===== src/rtl/fft_pkg.sv =====
// Shared types and CSR layout for the FFT input loader.
package fft_pkg;

    typedef enum logic [2:0] {
        IDLE,
        LOAD,
        FULL,
        START,
        BUSY
    } loader_state_t;

    localparam logic [1:0] CSR_CTRL   = 2'd0;
    localparam logic [1:0] CSR_STATUS = 2'd1;
    localparam logic [1:0] CSR_COUNT  = 2'd2;

    localparam int CTRL_AUTO     = 1;
    localparam int CTRL_IRQ_EN   = 2;
    localparam int CTRL_SOFT_CLR = 3;
    localparam int CTRL_GO       = 4;

    localparam int ST_BUSY    = 0;
    localparam int ST_FULL    = 1;
    localparam int ST_DONE    = 2;
    localparam int ST_OVERRUN = 3;

endpackage


===== src/rtl/flex_counter.sv =====
// Up-counter with synchronous clear, wraps to 1 after rollover_val; 1-cycle update.
// No backpressure: counts every cycle count_enable is high.
module flex_counter #(
    parameter int NUM_CNT_BITS = 4
) (
    input  logic                    clk,
    input  logic                    n_rst,
    input  logic                    clear,
    input  logic                    count_enable,
    input  logic [NUM_CNT_BITS-1:0] rollover_val,
    output logic [NUM_CNT_BITS-1:0] count_out
);

    localparam logic [NUM_CNT_BITS-1:0] ONE = NUM_CNT_BITS'(1);

    logic [NUM_CNT_BITS-1:0] r_count;
    logic [NUM_CNT_BITS-1:0] w_count_nxt;

    always_comb begin
        w_count_nxt = r_count;
        if (clear) begin
            w_count_nxt = '0;
        end else if (count_enable) begin
            w_count_nxt = (r_count == rollover_val) ? ONE : r_count + ONE;
        end
    end

    always_ff @(posedge clk or negedge n_rst) begin
        if (!n_rst) begin
            r_count <= '0;
        end else begin
            r_count <= w_count_nxt;
        end
    end

    assign count_out = r_count;

endmodule


===== src/rtl/avalon_fft_loader.sv =====
// Avalon-MM slave loading N_SAMPLES words into the FFT input RAM, 1-cycle write/read latency.
// Never stalls the bus: sample writes outside IDLE/LOAD are dropped and flagged as overrun.
module avalon_fft_loader
    import fft_pkg::*;
#(
    parameter  int DATA_W    = 32,
    parameter  int N_SAMPLES = 512,
    parameter  int AV_ADDR_W = 10,
    localparam int SA_W      = $clog2(N_SAMPLES),
    localparam int CNT_W     = SA_W + 1
) (
    input  logic                 clk,
    input  logic                 rst,
    input  logic                 av_read,
    input  logic                 av_write,
    input  logic [AV_ADDR_W-1:0] av_address,
    input  logic [DATA_W-1:0]    av_writedata,
    output logic [DATA_W-1:0]    av_readdata,
    output logic                 mem_we,
    output logic [SA_W-1:0]      mem_addr,
    output logic [DATA_W-1:0]    mem_wdata,
    output logic                 fft_start,
    input  logic                 fft_done,
    output logic                 irq
);

    localparam logic [CNT_W-1:0] LAST_CNT = CNT_W'(N_SAMPLES - 1);
    localparam logic [CNT_W-1:0] FULL_CNT = CNT_W'(N_SAMPLES);

    loader_state_t r_state, w_state_nxt;

    logic              r_irq_en, r_auto, r_overrun, r_done;
    logic              r_mem_we;
    logic [SA_W-1:0]   r_mem_addr;
    logic [DATA_W-1:0] r_mem_wdata, r_readdata, w_rd_dat;
    logic [CNT_W-1:0]  w_cnt;

    logic w_is_csr, w_smp_wr, w_ctrl_wr, w_stat_wr;
    logic w_loading, w_accept, w_drop, w_last;
    logic w_soft_req, w_soft_clr, w_go, w_n_rst, w_cnt_clr;
    logic [1:0] w_csr_off;

    assign w_is_csr   = av_address[AV_ADDR_W-1];
    assign w_csr_off  = av_address[1:0];
    assign w_smp_wr   = av_write & ~w_is_csr;
    assign w_ctrl_wr  = av_write & w_is_csr & (w_csr_off == CSR_CTRL);
    assign w_stat_wr  = av_write & w_is_csr & (w_csr_off == CSR_STATUS);
    assign w_loading  = (r_state == IDLE) | (r_state == LOAD);
    assign w_accept   = w_smp_wr & w_loading;
    assign w_drop     = w_smp_wr & ~w_loading;
    assign w_last     = w_accept & (w_cnt == LAST_CNT);
    assign w_soft_req = w_ctrl_wr & av_writedata[CTRL_SOFT_CLR];
    assign w_soft_clr = w_soft_req & (w_loading | (r_state == FULL));
    // soft_clear outranks go when both bits arrive in one write
    assign w_go       = w_ctrl_wr & av_writedata[CTRL_GO] & ~w_soft_req;
    assign w_n_rst    = ~rst;
    assign w_cnt_clr  = (r_state == START) | w_soft_clr;

    flex_counter #(
        .NUM_CNT_BITS(CNT_W)
    ) u_count (
        .clk         (clk),
        .n_rst       (w_n_rst),
        .clear       (w_cnt_clr),
        .count_enable(w_accept),
        .rollover_val(FULL_CNT),
        .count_out   (w_cnt)
    );

    always_ff @(posedge clk or posedge rst) begin
        if (rst) begin
            r_state <= IDLE;
        end else begin
            r_state <= w_state_nxt;
        end
    end

    always_comb begin
        w_state_nxt = r_state;
        case (r_state)
            IDLE: begin
                if (w_soft_clr)    w_state_nxt = IDLE;
                else if (w_accept) w_state_nxt = LOAD;
            end
            LOAD: begin
                if (w_soft_clr)  w_state_nxt = IDLE;
                else if (w_last) w_state_nxt = r_auto ? START : FULL;
            end
            FULL: begin
                if (w_soft_clr) w_state_nxt = IDLE;
                else if (w_go)  w_state_nxt = START;
            end
            START: w_state_nxt = BUSY;
            BUSY: begin
                if (fft_done) w_state_nxt = IDLE;
            end
            default: w_state_nxt = IDLE;
        endcase
    end

    always_ff @(posedge clk or posedge rst) begin
        if (rst) begin
            r_irq_en  <= 1'b0;
            r_auto    <= 1'b1;
            r_overrun <= 1'b0;
            r_done    <= 1'b0;
        end else begin
            if (w_ctrl_wr) begin
                r_irq_en <= av_writedata[CTRL_IRQ_EN];
                r_auto   <= av_writedata[CTRL_AUTO];
            end
            if (w_stat_wr && av_writedata[ST_OVERRUN]) r_overrun <= 1'b0;
            if (w_drop)                                r_overrun <= 1'b1;
            if (w_stat_wr && av_writedata[ST_DONE])    r_done    <= 1'b0;
            if ((r_state == BUSY) && fft_done)         r_done    <= 1'b1;
        end
    end

    always_comb begin
        w_rd_dat = '0;
        if (av_read && !av_write && w_is_csr) begin
            case (w_csr_off)
                CSR_CTRL: begin
                    w_rd_dat[CTRL_IRQ_EN] = r_irq_en;
                    w_rd_dat[CTRL_AUTO]   = r_auto;
                end
                CSR_STATUS: begin
                    w_rd_dat[ST_OVERRUN] = r_overrun;
                    w_rd_dat[ST_DONE]    = r_done;
                    w_rd_dat[ST_FULL]    = (r_state == FULL);
                    w_rd_dat[ST_BUSY]    = (r_state == BUSY);
                end
                CSR_COUNT: w_rd_dat[CNT_W-1:0] = w_cnt;
                default:   w_rd_dat = '0;
            endcase
        end
    end

    always_ff @(posedge clk or posedge rst) begin
        if (rst) begin
            r_mem_we    <= 1'b0;
            r_mem_addr  <= '0;
            r_mem_wdata <= '0;
            r_readdata  <= '0;
        end else begin
            r_mem_we   <= w_accept;
            r_readdata <= w_rd_dat;
            if (w_accept) begin
                r_mem_addr  <= av_address[SA_W-1:0];
                r_mem_wdata <= av_writedata;
            end
        end
    end

    assign av_readdata = r_readdata;
    assign mem_we      = r_mem_we;
    assign mem_addr    = r_mem_addr;
    assign mem_wdata   = r_mem_wdata;
    assign fft_start   = (r_state == START);
    assign irq         = r_done & r_irq_en;

endmodule


===== config.mk =====
export PLATFORM = sky130hd
export DESIGN_NAME = avalon_fft_loader
export DESIGN_NICKNAME = d
export VERILOG_FILES = /design/src/rtl/fft_pkg.sv /design/src/rtl/flex_counter.sv /design/src/rtl/avalon_fft_loader.sv
export SDC_FILE = /design/constraint.sdc
export NUM_CORES = 1
export LEC_CHECK = 0
export BUFFER_PORTS_ARGS = -buffer_cell sky130_fd_sc_hd__buf_2
export CAP_MARGIN = 20
export CORE_UTILIZATION = 45
export CTS_CLUSTER_DIAMETER = 60
export DETAILED_ROUTE_END_ITERATION = 7
export PLACE_DENSITY_LB_ADDON = 0.1
export REMOVE_ABC_BUFFERS = 1
export SKIP_CTS_REPAIR_TIMING = 1
export SLEW_MARGIN = 10
export SYNTH_ARGS = -nofsm -noshare
export SYNTH_HDL_FRONTEND = slang
export SYNTH_HIERARCHICAL = 1
export SYNTH_SLANG_ARGS = --single-unit

===== constraint.sdc =====
create_clock -name clk -period 2 [get_ports clk]
set_input_delay 0.4 -clock clk [delete_from_list [all_inputs] [get_ports clk]]
set_output_delay 0.4 -clock clk [all_outputs]
set_load 0.05 [all_outputs]

After elaboration in Yosys (flattened, before gate mapping)
Cells that the tools add are included.
{ "totals": {"register_bits": 91, "input_bits": 47} }
{ "classes": {"add_sub_neg": 1, "eq_ne": 12, "n_mux": 21, "bitwise_logic": 18, "n_reduce_logical": 12} }
{ "op_table": {"columns": ["operator", "n"], "rows": [
  ["2-to-1 mux 10 bit", 4],
  ["2-to-1 mux 3 bit", 7],
  ["one-hot mux 3 bit (5 select lines)", 1],
  ["AND 1 bit", 12],
  ["adder 10 x 1 -> 10 bit (second input constant)", 1],
  ["equality test 10 bit (second input constant)", 1],
  ["equality test 10 x 9 -> 1 bit (second input constant)", 1],
  ["!= test 3 bit (second input constant)", 3],
  ["equality test 3 x 2 -> 1 bit (second input constant)", 2],
  ["2-to-1 mux 6 bit", 1],
  ["one-hot mux 2 bit (3 select lines)", 1],
  ["nonzero test 2 bit", 3],
  ["logical AND 1 bit", 5],
  ["2-to-1 mux 1 bit", 5],
  ["one-hot mux 1 bit (2 select lines)", 2],
  ["AND reduction 4 bit", 1],
  ["equality test 3 x 1 -> 1 bit (second input constant)", 1],
  ["equality test 3 bit (second input constant)", 1],
  ["logical NOT 3 bit", 1],
  ["inverter 1 bit", 3],
  ["bitwise OR 1 bit", 3],
  ["equality test 2 x 1 -> 1 bit (second input constant)", 1],
  ["equality test 2 bit (second input constant)", 1],
  ["logical NOT 2 bit", 1],
  ["2 further kinds", 2]
]} }

Depth between registers and ports, before layout
{ "depth": {"ltp_word": 8, "depth_mapped": 9, "ltp_nobuf": 8} }

Cells and area by module
Netlist, hierarchy kept.
{ "by_module_without_submodules": {"columns": ["mod", "instances", "cells_per_inst", "area_each_um2", "seq_area_each_um2"], "rows": [
  ["avalon_fft_loader", 1, 190, 2742.6, 1477.7],
  ["flex_counter", 1, 74, 698.2, 250.2]
]} }

Worst setup path before layout
OpenSTA, ideal clock, no wires.
{ "synth_path": {"path_type": "in2reg", "startpoint": "in av_address[9]", "endpoint": "reg u_count.r_count[9], in the netlist u_count/count_out[9]", "setup_ns": 0.090, "arrival_ns": 2.102, "path_slack_ns": -0.193, "cell_stages": 9, "n_path_buf": 3, "path_cell_list": "buf_6 > or4b_1 > buf_4 > buf_6 > inv_1 > or3b_1 > nor4_1 > o31ai_1 > o221ai_1"} }
{ "synth_rtl": {"columns": ["element", "line", "rtl"], "rows": [
  ["from (decl)", "avalon_fft_loader.sv:16", "input logic [AV_ADDR_W-1:0] av_address,"],
  ["inverter 1 bit", "avalon_fft_loader.sv:45", "assign w_smp_wr = av_write & ~w_is_csr;"],
  ["AND 1 bit", "avalon_fft_loader.sv:45", null],
  ["AND 1 bit", "avalon_fft_loader.sv:49", "assign w_accept = w_smp_wr & w_loading;"],
  ["named net w_accept", "avalon_fft_loader.sv:39", "logic w_loading, w_accept, w_drop, w_last;"],
  ["nonzero test 2 bit (no line)", null, null],
  ["to (signal assigned)", "flex_counter.sv:32", "r_count <= w_count_nxt;"],
  ["to (decl)", "flex_counter.sv:16", "logic [NUM_CNT_BITS-1:0] r_count;"]
]} }
The timed path passes the listed nets, and every way through them passes these cells.
A chain may end at the register's enable or synchronous reset.

Final worst setup path
{ "layout_path": {"startpoint": "reg r_state[1]", "endpoint": "reg u_count.r_count[9], in the netlist u_count/count_out[9]"} }
{ "layout_rtl": {"columns": ["element", "line", "rtl"], "rows": [
  ["from (decl)", "avalon_fft_loader.sv:30", "loader_state_t r_state, w_state_nxt;"],
  ["from (signal assigned)", "avalon_fft_loader.sv:74", "r_state <= w_state_nxt;"],
  ["equality test 3 x 1 -> 1 bit or logical NOT 3 bit (tied branches)", "avalon_fft_loader.sv:48", "assign w_loading = (r_state == IDLE) | (r_state == LOAD);"],
  ["bitwise OR 1 bit (*)", "avalon_fft_loader.sv:48", null],
  ["AND 1 bit (*)", "avalon_fft_loader.sv:49", null],
  ["named net w_accept", "avalon_fft_loader.sv:39", null],
  ["nonzero test 2 bit (no line) (*)", null, null]
]} }
The timed path passes the listed nets; every way through them passes the cells marked *.

==> impl_metrics.json <==
{
  "status": "finished, final reports clean",
  "cp-end-kind": "flip-flop",
  "area_growth_pct": 27.16,
  "wl_per_cell_um": 13.95,
  "fmax_ghz": 0.5269,
  "critical_path_class": "reg -> reg",
  "top_usage_layer": "met2",
  "use_met2_pct": 26.44,
  "setup_viol_count_final": 0,
  "gp_congestion": 0.8018,
  "syn-cell-area_mm2": 0.003441,
  "synth.avg_cell_area_um2": 13.03,
  "final_nets": 447,
  "cts_made_buffers": 9,
  "io_buffers": 100,
  "rows": 31,
  "synth_edf_count": 0,
  "clk_path_buf_depth": 2,
  "max_cap_viol_count": 0,
  "yosys.area.top_type": "dfrtp_1",
  "cts_num_sinks": 69,
  "final_cell_mix": "buf_2 (100), dfrtp_1 (68), mux2_4 (39)",
  "powerDensity_mw_per_mm2": 989.4,
  "rsz0062_at_grt": "no",
  "cts_root_buf": "clkbuf_8",
  "cts_tree": "done",
  "synth_flop_cell": "dfrtp_1",
  "tns_ps": 0,
  "r2r_setup_slack_ps": 100,
  "grt-ovfl-total": 0,
  "ys_types": 50,
  "cp_max_fo": 5,
  "hold_viol": 0,
  "io_pins": 123,
  "crit_arrival_ps": 2150,
  "antenna_cells": 0,
  "crit_path_top_delay_cell": "or4b_4",
  "synth_top_area_share_pct": 49.45,
  "die_x_um": 89.44,
  "vias": 2370,
  "grt_start_max_net_pins": 42,
  "critPathMaxStageDelay_ps": 540,
  "cp-start-kind": "flip-flop",
  "synthCells": 264,
  "antenna_found_initial": 0,
  "ant_nets": 0,
  "post-route-util_pct": 59.69,
  "grtUsageMet3_pct": 4.801,
  "drv_slew": 0,
  "drive_gt1_share_pct": 48.00,
  "finalCritPeriodShare_pct": 94.90,
  "grt_pass1_vias": 2096,
  "final_common_cell": "buf_2",
  "ys_warn_count": 6,
  "ys_ff_latch": 69,
  "grt_usage_pct": 17.81,
  "clock_skew_ps": 12.11,
  "drt_first_iter_violations": 58,
  "start_util_pct": 46.94,
  "grt_use_met1_pct": 24.63,
  "cp.required_ps": 2250,
  "hold_class": "in -> async",
  "finalCriticalPeriod_ps": 1898,
  "fp.dieH_um": 89.44,
  "yosys-top-cells-area": "dfrtp_1 (49%), mux2_4 (17%), buf_4 (5.0%)",
  "htree_levels": 3,
  "crit_chain": "or4b_4, inv_2, or3b_1, nor4_2, o31ai_1, o221ai_1",
  "clk_latency_ps": 340,
  "filler_cell_count": 615,
  "dp_hpwl_um": 5065,
  "yosysSeqAreaShare_pct": 50.22,
  "fp.dieArea_mm2": 0.008000,
  "clk_pin_slew_ps": 80,
  "drt-pass1-iter-count": 4,
  "drt-total-wl_um": 6963,
  "route.detailed.drc": 0,
  "p_leak_nw": 2.250,
  "routed_via_density": 4.749,
  "core_area_mm2": 0.007331,
  "ir_drop_mv": 0.4037,
  "grt_pass1_wl_um": 10540,
  "async_flop_share_pct": 100.0
}
==> synthesized netlist by cell type, drive strengths merged (2+ instances only) <==
cell type,n
a211oi,5
nor2,8
a221oi,2
nand4,8
mux2,44
nand3,4
xnor2,15
nand3b,3
buf,29
a21oi,3
ha,5
conb,2
dfrtp,68
o21a,2
nor4,3
a22oi,2
nand2b,4
inv,10
nor3,7
and2,7
nand2,10
o21ai,3
o31ai,2
==> flip-flops by register name (all words and copies together) (netlist names), 3 cells and up <==
name	flops
mem_wdata	32
u_count/count_out	10
av_readdata	10
mem_addr	9
r_state	3
==> routing by layer <==
metal  wire (um)  up-vias
met1        3211     1117
met4          89        0
li1            -     1133
met5           0        -
met2        3147      112
met3         514        8
==> where the power goes <==
part           total (mW)  switching (mW)  leakage [nW]  internal [mW]
Sequential           1.70           0.132         0.853           1.57
Combinational        1.28           0.851          1.28          0.431
Clock                1.35           0.519         0.116          0.829
Total                4.33            1.50          2.25           2.83
==> cells by family (layout without fill, tap and decap cells) <==
family	count (synthesis)	in the layout	synth area share, %
adder cells (fa/ha/maj)	5	5	1.818
multiplexers	45	45	18.95
AO/OA/AOI/OAI	27	27	5.927
buffers and inverters	40	146	8.000
AND/OR/NAND/NOR	61	61	11.05
other	2	32	0.2183
flip-flops	69	69	50.22
XOR/XNOR	15	15	3.818
==> through the flow <==
step | total power [mW] | std cells | cell area, um2 | setup slack, ps | hold WS [ps]
3_5_place_dp | 2.999 | 483 | 4115 | -125.6 | 428.0
3_3_place_gp | 2.989 | 483 | 4115 | -93.01 | 431.6
2_1_floorplan | 2.678 | 264 | 3316 | -1499 | 480.5
6_report | 4.329 | 499 | 4375 | 102.0 | 56.76
5_1_grt | 4.551 | 499 | 4375 | 43.80 | 80.64
4_1_cts | 4.372 | 499 | 4354 | -63.48 | 54.40
==> worst paths after layout <==
check | from | end | depth (start not counted)
max | r_state[1] | u_count/count_out[9] | 6
min | rst | mem_wdata[7] | 2
max reg2reg | r_state[1] | u_count/count_out[9] | 6
min reg2reg | mem_wdata[6] | mem_wdata[6] | 1
max in group asynchronous | rst | mem_wdata[29] | 3
min in group clk | av_writedata[24] | mem_wdata[24] | 2
==> final cells by class <==
cell class	count	area, um2	area share, %
clock buffer	10	127.6	2.917
timing repair buffer	120	675.6	15.44
clock inverter	6	111.4	2.545
inverter	10	37.54	0.8579
multi-input combinational	185	1572	35.92
tap	99	123.9	2.831
sequential	69	1728	39.49
==> critical path: cells and delay by family (launching register included) <==
kind / cells / cell delay [ps]
compound gates: 2 / 200
buf+inv: 1 / 120
flops: 1 / 420
simple gates: 3 / 1090
No activity file was read; power rests on OpenSTA's default activity.
